$ cat config.mk
export PLATFORM = sky130hd
export DESIGN_NAME = fir_decim_out
export DESIGN_NICKNAME = d
export VERILOG_FILES = /design/src/rtl/fir_decim_out.sv
export SDC_FILE = /design/constraint.sdc
export NUM_CORES = 1
export LEC_CHECK = 0
export CAP_MARGIN = 0
export CORE_MARGIN = 2
export CORE_UTILIZATION = 57
export CTS_BUF_LIST = sky130_fd_sc_hd__clkbuf_2 sky130_fd_sc_hd__clkbuf_4 sky130_fd_sc_hd__clkbuf_8
export CTS_CLUSTER_DIAMETER = 120
export DETAILED_ROUTE_END_ITERATION = 6
export GPL_ROUTABILITY_DRIVEN = 0
export GPL_TIMING_DRIVEN = 0
export HOLD_SLACK_MARGIN = 0.12
export PLACE_DENSITY_LB_ADDON = 0.15
export SYNTH_ARGS = -nofsm -noshare
export SYNTH_HDL_FRONTEND = slang
export SYNTH_SLANG_ARGS = --single-unit
export TNS_END_PERCENT = 20
$ cat constraint.sdc
create_clock -name clk -period 2.33 [get_ports clk]
set_input_delay 0.466 -clock clk [delete_from_list [all_inputs] [get_ports clk]]
set_output_delay 0.466 -clock clk [all_outputs]
set_load 0.02 [all_outputs]
$ cat src/rtl/fir_decim_out.sv
// Output stage after the 16-tap moving-average FIR: drops warm-up samples, rounds away
// the x2^SHIFT coefficient gain, decimates by DECIM and buffers kept samples in a FWFT FIFO.
module fir_decim_out #(
    parameter int N      = 16,
    parameter int SHIFT  = 7,
    parameter int DECIM  = 4,
    parameter int WARMUP = 16,
    parameter int AW     = 2
) (
    input  logic          clk,
    input  logic          reset,
    input  logic [N-1:0]  data_in,
    output logic [N-1:0]  out_data,
    output logic          out_valid,
    input  logic          out_ready,
    output logic [AW:0]   fifo_level,
    output logic          overflow
);

    localparam int WW    = $clog2(WARMUP + 2);
    localparam int PW    = (DECIM > 1) ? $clog2(DECIM) : 1;
    localparam int DEPTH = 1 << AW;
    localparam logic [AW:0]   FULL = (AW+1)'(DEPTH);
    localparam logic [WW-1:0] WMAX = WW'(WARMUP);
    localparam logic [PW-1:0] PMAX = PW'(DECIM - 1);

    logic [WW-1:0] wcnt;
    logic [PW-1:0] phase;
    logic          considered;
    logic          keep;
    logic [N:0]    rounded;
    logic [N-1:0]  scaled;
    logic [N-1:0]  stage_data;
    logic          stage_valid;

    logic [N-1:0]  mem [DEPTH];
    logic [AW-1:0] wptr;
    logic [AW-1:0] rptr;
    logic          push;
    logic          pop;
    logic          accept;

    // Extra MSB keeps the rounding add from wrapping near full scale.
    assign considered = (wcnt == WMAX);
    assign keep       = considered && (phase == '0);
    assign rounded    = {1'b0, data_in} + (N+1)'(1 << (SHIFT - 1));
    assign scaled     = N'(rounded >> SHIFT);

    always_ff @(posedge clk) begin
        if (reset) begin
            wcnt        <= '0;
            phase       <= '0;
            stage_valid <= 1'b0;
        end else begin
            if (!considered)
                wcnt <= wcnt + 1'b1;
            if (considered)
                phase <= (phase == PMAX) ? '0 : phase + 1'b1;
            stage_valid <= keep;
            if (keep)
                stage_data <= scaled;
        end
    end

    // A full FIFO still takes a push when the head leaves on the same edge.
    assign out_valid = (fifo_level != '0);
    assign pop       = out_valid && out_ready;
    assign push      = stage_valid;
    assign accept    = push && ((fifo_level != FULL) || pop);
    assign out_data  = out_valid ? mem[rptr] : '0;

    always_ff @(posedge clk) begin
        if (reset) begin
            wptr       <= '0;
            rptr       <= '0;
            fifo_level <= '0;
            overflow   <= 1'b0;
        end else begin
            if (accept)
                wptr <= wptr + 1'b1;
            if (pop)
                rptr <= rptr + 1'b1;
            case ({accept, pop})
                2'b10:   fifo_level <= fifo_level + 1'b1;
                2'b01:   fifo_level <= fifo_level - 1'b1;
                default: fifo_level <= fifo_level;
            endcase
            if (push && !accept)
                overflow <= 1'b1;
        end
    end

    always_ff @(posedge clk) begin
        if (accept)
            mem[wptr] <= stage_data;
    end

endmodule
==> summary.md, run 1 <==
| Metric | Value |
|---|---|
| Final nets | `277` |
| Post-synth top flop | `edfxtp_1` |
| Initial Utilization | `0.585` |
| Critical Path Start Type | `flop` |
| Top-count cell post-synth | `edfxtp_1` |
| Worst reg2reg path depth | `9` |
| Seq/Total Area, Yosys | `0.627` |
| Vias per cell | `5.05` |
| Power density over the cells | `618 nW/um^2` |
| Routed Wire Length | `4.53 mm` |
| Slew @ Worst Pin | `548 ps` |
| Hold Path Class | `flop to flop` |
| Avg Cell Area, Syn | `14.4 sq um` |
| F_max | `0.442 GHz` |
| Site Rows | `26` |
| Area overhead of the layout relative to synthesis | `19.2%` |
| #FFs+latches synth | `68` |
| Internal reg-to-reg setup slack | `300 ps` |
| Skew-Pair Late Insertion Delay | `330 ps` |
| I/O pin count | `40` |
| Synth top area share | `0.506` |
| Fin. max-slew vios | `0` |
| Setup Skew | `8.46 ps` |
| CTS Root Cell | `clkbuf_8` |
| CTS Hold Buffers Added | `0` |
| YS warnings | `0` |
| Setup TNS | `0 ps` |
| Leakage power | `1.28 nW` |
| Worst EP arrival | `1800 ps` |
| Die ar. | `5800 sq um` |
| Initial drt markers | `144` |
| I/O Buffers | `26` |
| GRT overflow | `0` |
| Clock buffer depth | `2` |
| RR Startpoint | `fifo_level[2]` |
| Placed cell areas | `3340 sq um` |
| Design area | `3540 sq um` |
| Yosys cell types | `36` |
| Final hold violations | `0` |
| Total of max-cap violations | `0` |
| CTS tree | `done` |
| Max H-tree Level | `3` |
| Global Route Usage Sum | `0.175` |
| Antenna viol nets, final | `0` |
| Worst slew margin | `0.635` |
| WS Path Type | `flop to primary output` |
| Status | `finished clean` |
| Worst-path maximum fanout | `5` |
| Post-synth top area cell | `edfxtp_1` |
| Crit share post-route | `0.972` |
| Minimum clock period after layout | `2260 ps` |
| Die Span Y | `76.2 um` |
| Core Area | `5070 sq um` |
| Peak supply drop | `339 uV` |
| # diodes | `0` |
| Total CTS buffers | `9` |
| Clock sink count | `68` |
| Critical path capture point | `out_data[0]` |
| HPWL Detailed | `3.05 mm` |
| Reg2reg end | `fifo_level[2]` |
| Largest net degree at the start of global routing | `13` |
| Reg clk slew, reported paths | `70 ps` |
| FFs w/ async S/R, synth | `0` |
| Synth Cell Area | `2970 sq um` |
| Synth Instances | `206` |
| Commonest cells in the netlist | `50 x edfxtp_1, 18 x dfxtp_1, 16 x nor2_1` |
| Antenna violations before repair | `0` |
| Worst path required time | `1860 ps` |
| Number of remaining DRC errors | `0` |
| Wire per inst | `14.0 um` |
| Detailed-route via count | `1630` |
| Fraction of layout cells with a size suffix above 1 | `0.182` |
| Global-route wire length before repair | `7.77 mm` |
| Die X | `76.2 um` |
| Top post-synthesis cells by area | `edfxtp_1 51%, dfxtp_1 12%, mux4_2 7.6%` |
| Critical Path End Type | `primary output` |
| Post-synth EDFFs | `50` |
| Via count of the first global-routing pass | `1657` |
| Setup violators final | `0` |
| DR pass1 iterations | `4` |
==> power breakdown <==
group / total, mW / switching, mW / leakage [nW] / internal [mW]
sequential: 1.29 / 0.00455 / 0.599 / 1.29
clock: 0.814 / 0.419 / 0.0859 / 0.395
combinational: 0.0807 / 0.0388 / 0.592 / 0.0419
total: 2.19 / 0.462 / 1.28 / 1.73
==> layout make-up <==
| class | count | area [sq um] |
|---|---|---|
| Inverter | 10 | 37.5 |
| Clock buffer | 10 | 131 |
| Tap cell | 70 | 87.6 |
| Multi-Input combinational cell | 117 | 992 |
| Clock inverter | 6 | 38.8 |
| Buffer | 15 | 111 |
| Timing Repair Buffer | 27 | 274 |
| Fill cell | 377 | 1540 |
| Sequential cell | 68 | 1870 |
==> timing repair <==
action                                 in CTS  in global routing
cloned                                      0                  1
endpoints found under the hold margin       0                  0
setup endpoints to repair                  12                 11
buffers inserted                            0                  0
resized for setup                          16                  7
==> placed cells by master, fill, tap and decap left out, types with 3 or more instances in the layout <==
| cell | n |
|---|---|
| edfxtp_1 | 50 |
| nor2_1 | 16 |
| dfxtp_1 | 16 |
| clkdlybuf4s50_1 | 15 |
| nor2b_1 | 11 |
| inv_1 | 10 |
| mux4_2 | 10 |
| xnor2_1 | 10 |
| ha_1 | 9 |
| clkbuf_8 | 9 |
| dlygate4sd2_1 | 9 |
| nand3_1 | 8 |
| buf_4 | 7 |
| and3_1 | 6 |
| conb_1 | 6 |
| xor2_1 | 5 |
| buf_2 | 4 |
| mux2i_1 | 4 |
| nor3_1 | 3 |
| nand4_1 | 3 |
| a21oi_1 | 3 |
| clkinv_2 | 3 |
==> sequential cells by signal, indices dropped and copies added (netlist names), named ones only <==
name / cells
wptr: 2
stage_data: 10
mem: 40
push: 1
rptr: 2
fifo_level: 3
overflow: 1
wcnt: 5
phase: 2
==> stage by stage <==
stage | power (mW) | util | hold slack [ps] | setup slack [ps] | std cells
floorplan | 1.37 | - | 459 | 143 | 211
global placement | 1.40 | 0.657 | 453 | -12.8 | 307
detailed placement | 1.40 | 0.657 | 459 | -42.6 | 307
CTS | 2.22 | 0.690 | 477 | 4.43 | 322
global route | 2.26 | 0.697 | 528 | -0.622 | 323
finish | 2.19 | 0.697 | 481 | 65.3 | 323
==> critical path, stage by stage, from the launching register on <==
cell,delay (ps)
dfxtp_4,380
clkbuf_16,150
mux4_2,470
nor2b_1,140
dlygate4sd2_1,320
==> routing by layer <==
layer	track usage	part of all wire
met5	0	0
met4	0.0709	0.017
met3	0.0498	0.037
met2	0.282	0.48
met1	0.227	0.47
==> worst min path at each step <==
| stage | from | end | cells past startpoint | slack [ps] |
|---|---|---|---|---|
| finish | overflow | overflow | 2 | 480 |
| global route | stage_data[3] | mem[2][3] | 0 | 530 |
| CTS | overflow | overflow | 2 | 480 |
| detailed placement | overflow | overflow | 2 | 460 |
| global placement | overflow | overflow | 2 | 450 |
| floorplan | stage_data[0] | mem[0][0] | 0 | 460 |
==> cells by family after synthesis <==
family,after synthesis,share of synthesized area
XOR/XNOR,15,0.0442
other,1,0.00126
AO/OA/AOI/OAI,11,0.0257
multiplexers,16,0.0969
flip-flops,68,0.627
buffers and inverters,26,0.0451
adder cells (fa/ha/maj),10,0.0447
AND/OR/NAND/NOR,59,0.115
(Power assumes the default switching activity.)
==> run 2, diff against run 1 <==
==> constraint.sdc (replaced) <==
create_clock -name clk -period 2.33 [get_ports clk]
set_input_delay 0.3495 -clock clk [delete_from_list [all_inputs] [get_ports clk]]
set_output_delay 0.3495 -clock clk [all_outputs]
set_load 0.1 [all_outputs]
==> run 2 against run 1 <==
The flow now finishes with violations (negative setup slack). Clock power decreased by 2.6%. Count of clock-buffer cells in the layout is the same. Combinational power is 43% higher. Maximum frequency down 3.3%. Critical endpoint is now out_data[5]. Cell count fell by 0.31%. Non-clock buffer count down 1. Critical path type unchanged. Design area decreased by 0.49%. First-iteration DRC count down 39%. Largest cell class unchanged. Clock skew is 1.0 ps lower. Utilization down 0.35 points. Sequential cell count did not move. Via count is 1.5% higher.
==> summary.md, run 2 (synthesis gave the netlist of run 1 again) <==
| Metric | Value |
|---|---|
| Status | `finished with violations (was finished clean)` |
| Violated checks | `negative setup slack` |
| Via count of the first global-routing pass | `1596 (was 1657)` |
| Reg clk slew, reported paths | `70 ps (about the same)` |
| Final nets | `276 (was 277)` |
| Initial Utilization | `0.585 (unchanged)` |
| Dpl cells | `307 (unchanged)` |
| WS Path Type | `flop to primary output (unchanged)` |
| Max reg flops | `40 (unchanged)` |
| HPWL Detailed | `3.15 mm (was 3.05 mm)` |
| Power density over the cells | `625 nW/um^2 (was 618 nW/um^2)` |
| Largest net degree at the start of global routing | `12 (was 13)` |
| Most frequent cells in the layout | `50 x edfxtp_1, 16 x nor2_1, 15 x dfxtp_1 (was 50 x edfxtp_1, 16 x nor2_1, 16 x dfxtp_1)` |
| CTS Root Cell | `clkbuf_8 (unchanged)` |
| Crit share post-route | `1.01 (was 0.972)` |
| Clock sink count | `68 (unchanged)` |
| Internal Pwr Total | `1.71 mW (was 1.73 mW)` |
| Critical Path End Type | `primary output (unchanged)` |
| Register share of total power | `0.587 (was 0.591)` |
| Clock buffer depth | `2 (unchanged)` |
| Commonest non-fill, non-tap cell in the layout | `edfxtp_1 (unchanged)` |
| GRT met3 Usage | `0.0462 (was 0.0498)` |
| Area overhead of the layout relative to synthesis | `18.6% (was 19.2%)` |
| Vias per cell | `5.14 (was 5.05)` |
| Fraction of layout cells with a size suffix above 1 | `0.258 (was 0.182)` |
| Worst EP arrival | `1990 ps (was 1800 ps)` |
| Global Route Usage Sum | `0.175 (about the same)` |
| Crit path setup slack, layout | `-12.8 ps (was 65.3 ps)` |
| Hold Path Class | `flop to flop (unchanged)` |
| Die ar. | `5800 sq um (unchanged)` |
| CTS tree | `done (unchanged)` |
| Wire per inst | `14.1 um (was 14.0 um)` |
| Met2 GRT Util | `0.279 (was 0.282)` |
| GRT overflow | `0 (unchanged)` |
| Total of max-cap violations | `0 (unchanged)` |
| Detailed-route via count | `1655 (was 1630)` |
| Fill count | `386 (was 377)` |
| Setup Skew | `7.42 ps (was 8.46 ps)` |
| Minimum clock period after layout | `2340 ps (was 2260 ps)` |
| Die Span Y | `76.2 um (unchanged)` |
| Antenna violations before repair | `0 (unchanged)` |
| Fin. max-slew vios | `0 (unchanged)` |
| Non-filler cells in the finished layout | `322 (was 323)` |
| Leakage power | `1.26 nW (was 1.28 nW)` |
| Most crowded layer after global routing | `met2 (unchanged)` |
| P_sw | `486 uW (was 462 uW)` |
| Biggest register | `mem (unchanged)` |
| Setup TNS | `-13.7 ps (was 0 ps)` |
| Skew-Pair Late Insertion Delay | `330 ps (about the same)` |
| Number of remaining DRC errors | `0 (unchanged)` |
| Antenna viol nets, final | `0 (unchanged)` |
| Site Rows | `26 (unchanged)` |
| Peak supply drop | `377 uV (was 339 uV)` |
| Final hold violations | `0 (unchanged)` |
| Initial drt markers | `88 (was 144)` |
| I/O Buffers | `26 (unchanged)` |
| Routed Wire Length | `4.54 mm (was 4.53 mm)` |
| Combinational share of power | `0.052 (was 0.037)` |
| F_max | `0.427 GHz (was 0.442 GHz)` |
| Setup violators final | `2 (was 0)` |
| Largest registers | `mem (40), stage_data (10), wcnt (5) (unchanged)` |
| Post-CTS setup buffer count | `0 (unchanged)` |
| Placed cell areas | `3400 sq um (was 3340 sq um)` |
| Max H-tree Level | `3 (unchanged)` |
| Worst path required time | `1980 ps (was 1860 ps)` |
| DR pass1 iterations | `5 (was 4)` |
| Worst-path maximum fanout | `10 (was 5)` |
| Total CTS buffers | `9 (unchanged)` |
| # diodes | `0 (unchanged)` |
| Clock group share of total power | `0.361 (was 0.372)` |
| Final core utilization | `0.694 (was 0.697)` |
| I/O pin count | `40 (unchanged)` |
| M1 GR Usage | `0.223 (was 0.227)` |
| Global-route wire length before repair | `7.67 mm (was 7.77 mm)` |
| Pwr Total | `2.20 mW (was 2.19 mW)` |
| Sw Ratio | `0.221 (was 0.211)` |
| Core Area | `5070 sq um (unchanged)` |
| RSZ-0062 raised after global routing | `yes` |
| Die X | `76.2 um (unchanged)` |
| Critical Path Start Type | `flop (unchanged)` |
| Slew @ Worst Pin | `966 ps (was 548 ps)` |
| Worst slew margin | `0.354 (was 0.635)` |
| Design area | `3520 sq um (was 3540 sq um)` |
## run 2: cell count changes in the layout (fill, tap and decap cells not counted), moves of 2 or more
cell,previous run,this run
nor2b_1,11,2
nor2b_2,0,9
buf_2,4,12
dlygate4sd2_1,9,1
clkinv_1,0,3
clkdlybuf4s15_1,2,0
clkinv_2,3,1
## run 2: layer usage
layer	vias to the layer above	wire length [um]
met1	793	2100
li1	824	-
met2	30	2250
met4	0	65
met3	8	135
met5	-	0
## run 2: layout make-up
| type | count | area (sq um) | area share |
|---|---|---|---|
| clock inverters | 6 | 31.3 | 0.00888 |
| clock buffers | 10 | 131 | 0.0373 |
| flip-flops and latches | 68 | 1870 | 0.531 |
| repair buffers | 26 | 218 | 0.0618 |
| multi-input cells | 117 | 1030 | 0.293 |
| well taps | 70 | 87.6 | 0.0249 |
| plain buffers | 15 | 111 | 0.0316 |
| inverters | 10 | 41.3 | 0.0117 |
## run 2: repair_timing
action | in CTS | in global routing
endpoints found under the setup margin | 11 | 4
pin swaps | 0 | 0
cloned | 0 | 0
resized for setup | 48 | 3
hold buffers | 0 | 0
## run 2: path summary, 6_finish.rpt
kind	from	slack, ps	endpoint	cells past startpoint
hold / removal	overflow	470	overflow	2
setup / recovery	flop	-10	out_data[5]	4
setup reg to reg	fifo_level[2]	330	fifo_level[2]	9
hold reg to reg	overflow	470	overflow	2
## run 2: power groups by stage
stage / sequential (mW) / clock, mW / combinational, mW
4_1_cts: 1.29 / 0.810 / 0.115
5_1_grt: 1.29 / 0.867 / 0.124
3_5_place_dp: 1.32 / 0 / 0.116
6_report: 1.29 / 0.793 / 0.115
3_3_place_gp: 1.32 / 0 / 0.114
2_1_floorplan: 1.32 / 0 / 0.0835
## run 2: metrics by stage
step                worst slack [ps]  hold slack (ps)
finish                         -12.8              468
global route                   -99.9              489
CTS                            -46.2              460
detailed placement              -433              456
global placement                -411              451
floorplan                       -235              459
## run 2: worst max-delay path, cell delays in order (launching register included)
cell and delay [ps]:
dfxtp_1 310, buf_4 230, mux4_2 510, nor2b_2 160, clkdlybuf4s15_2 460
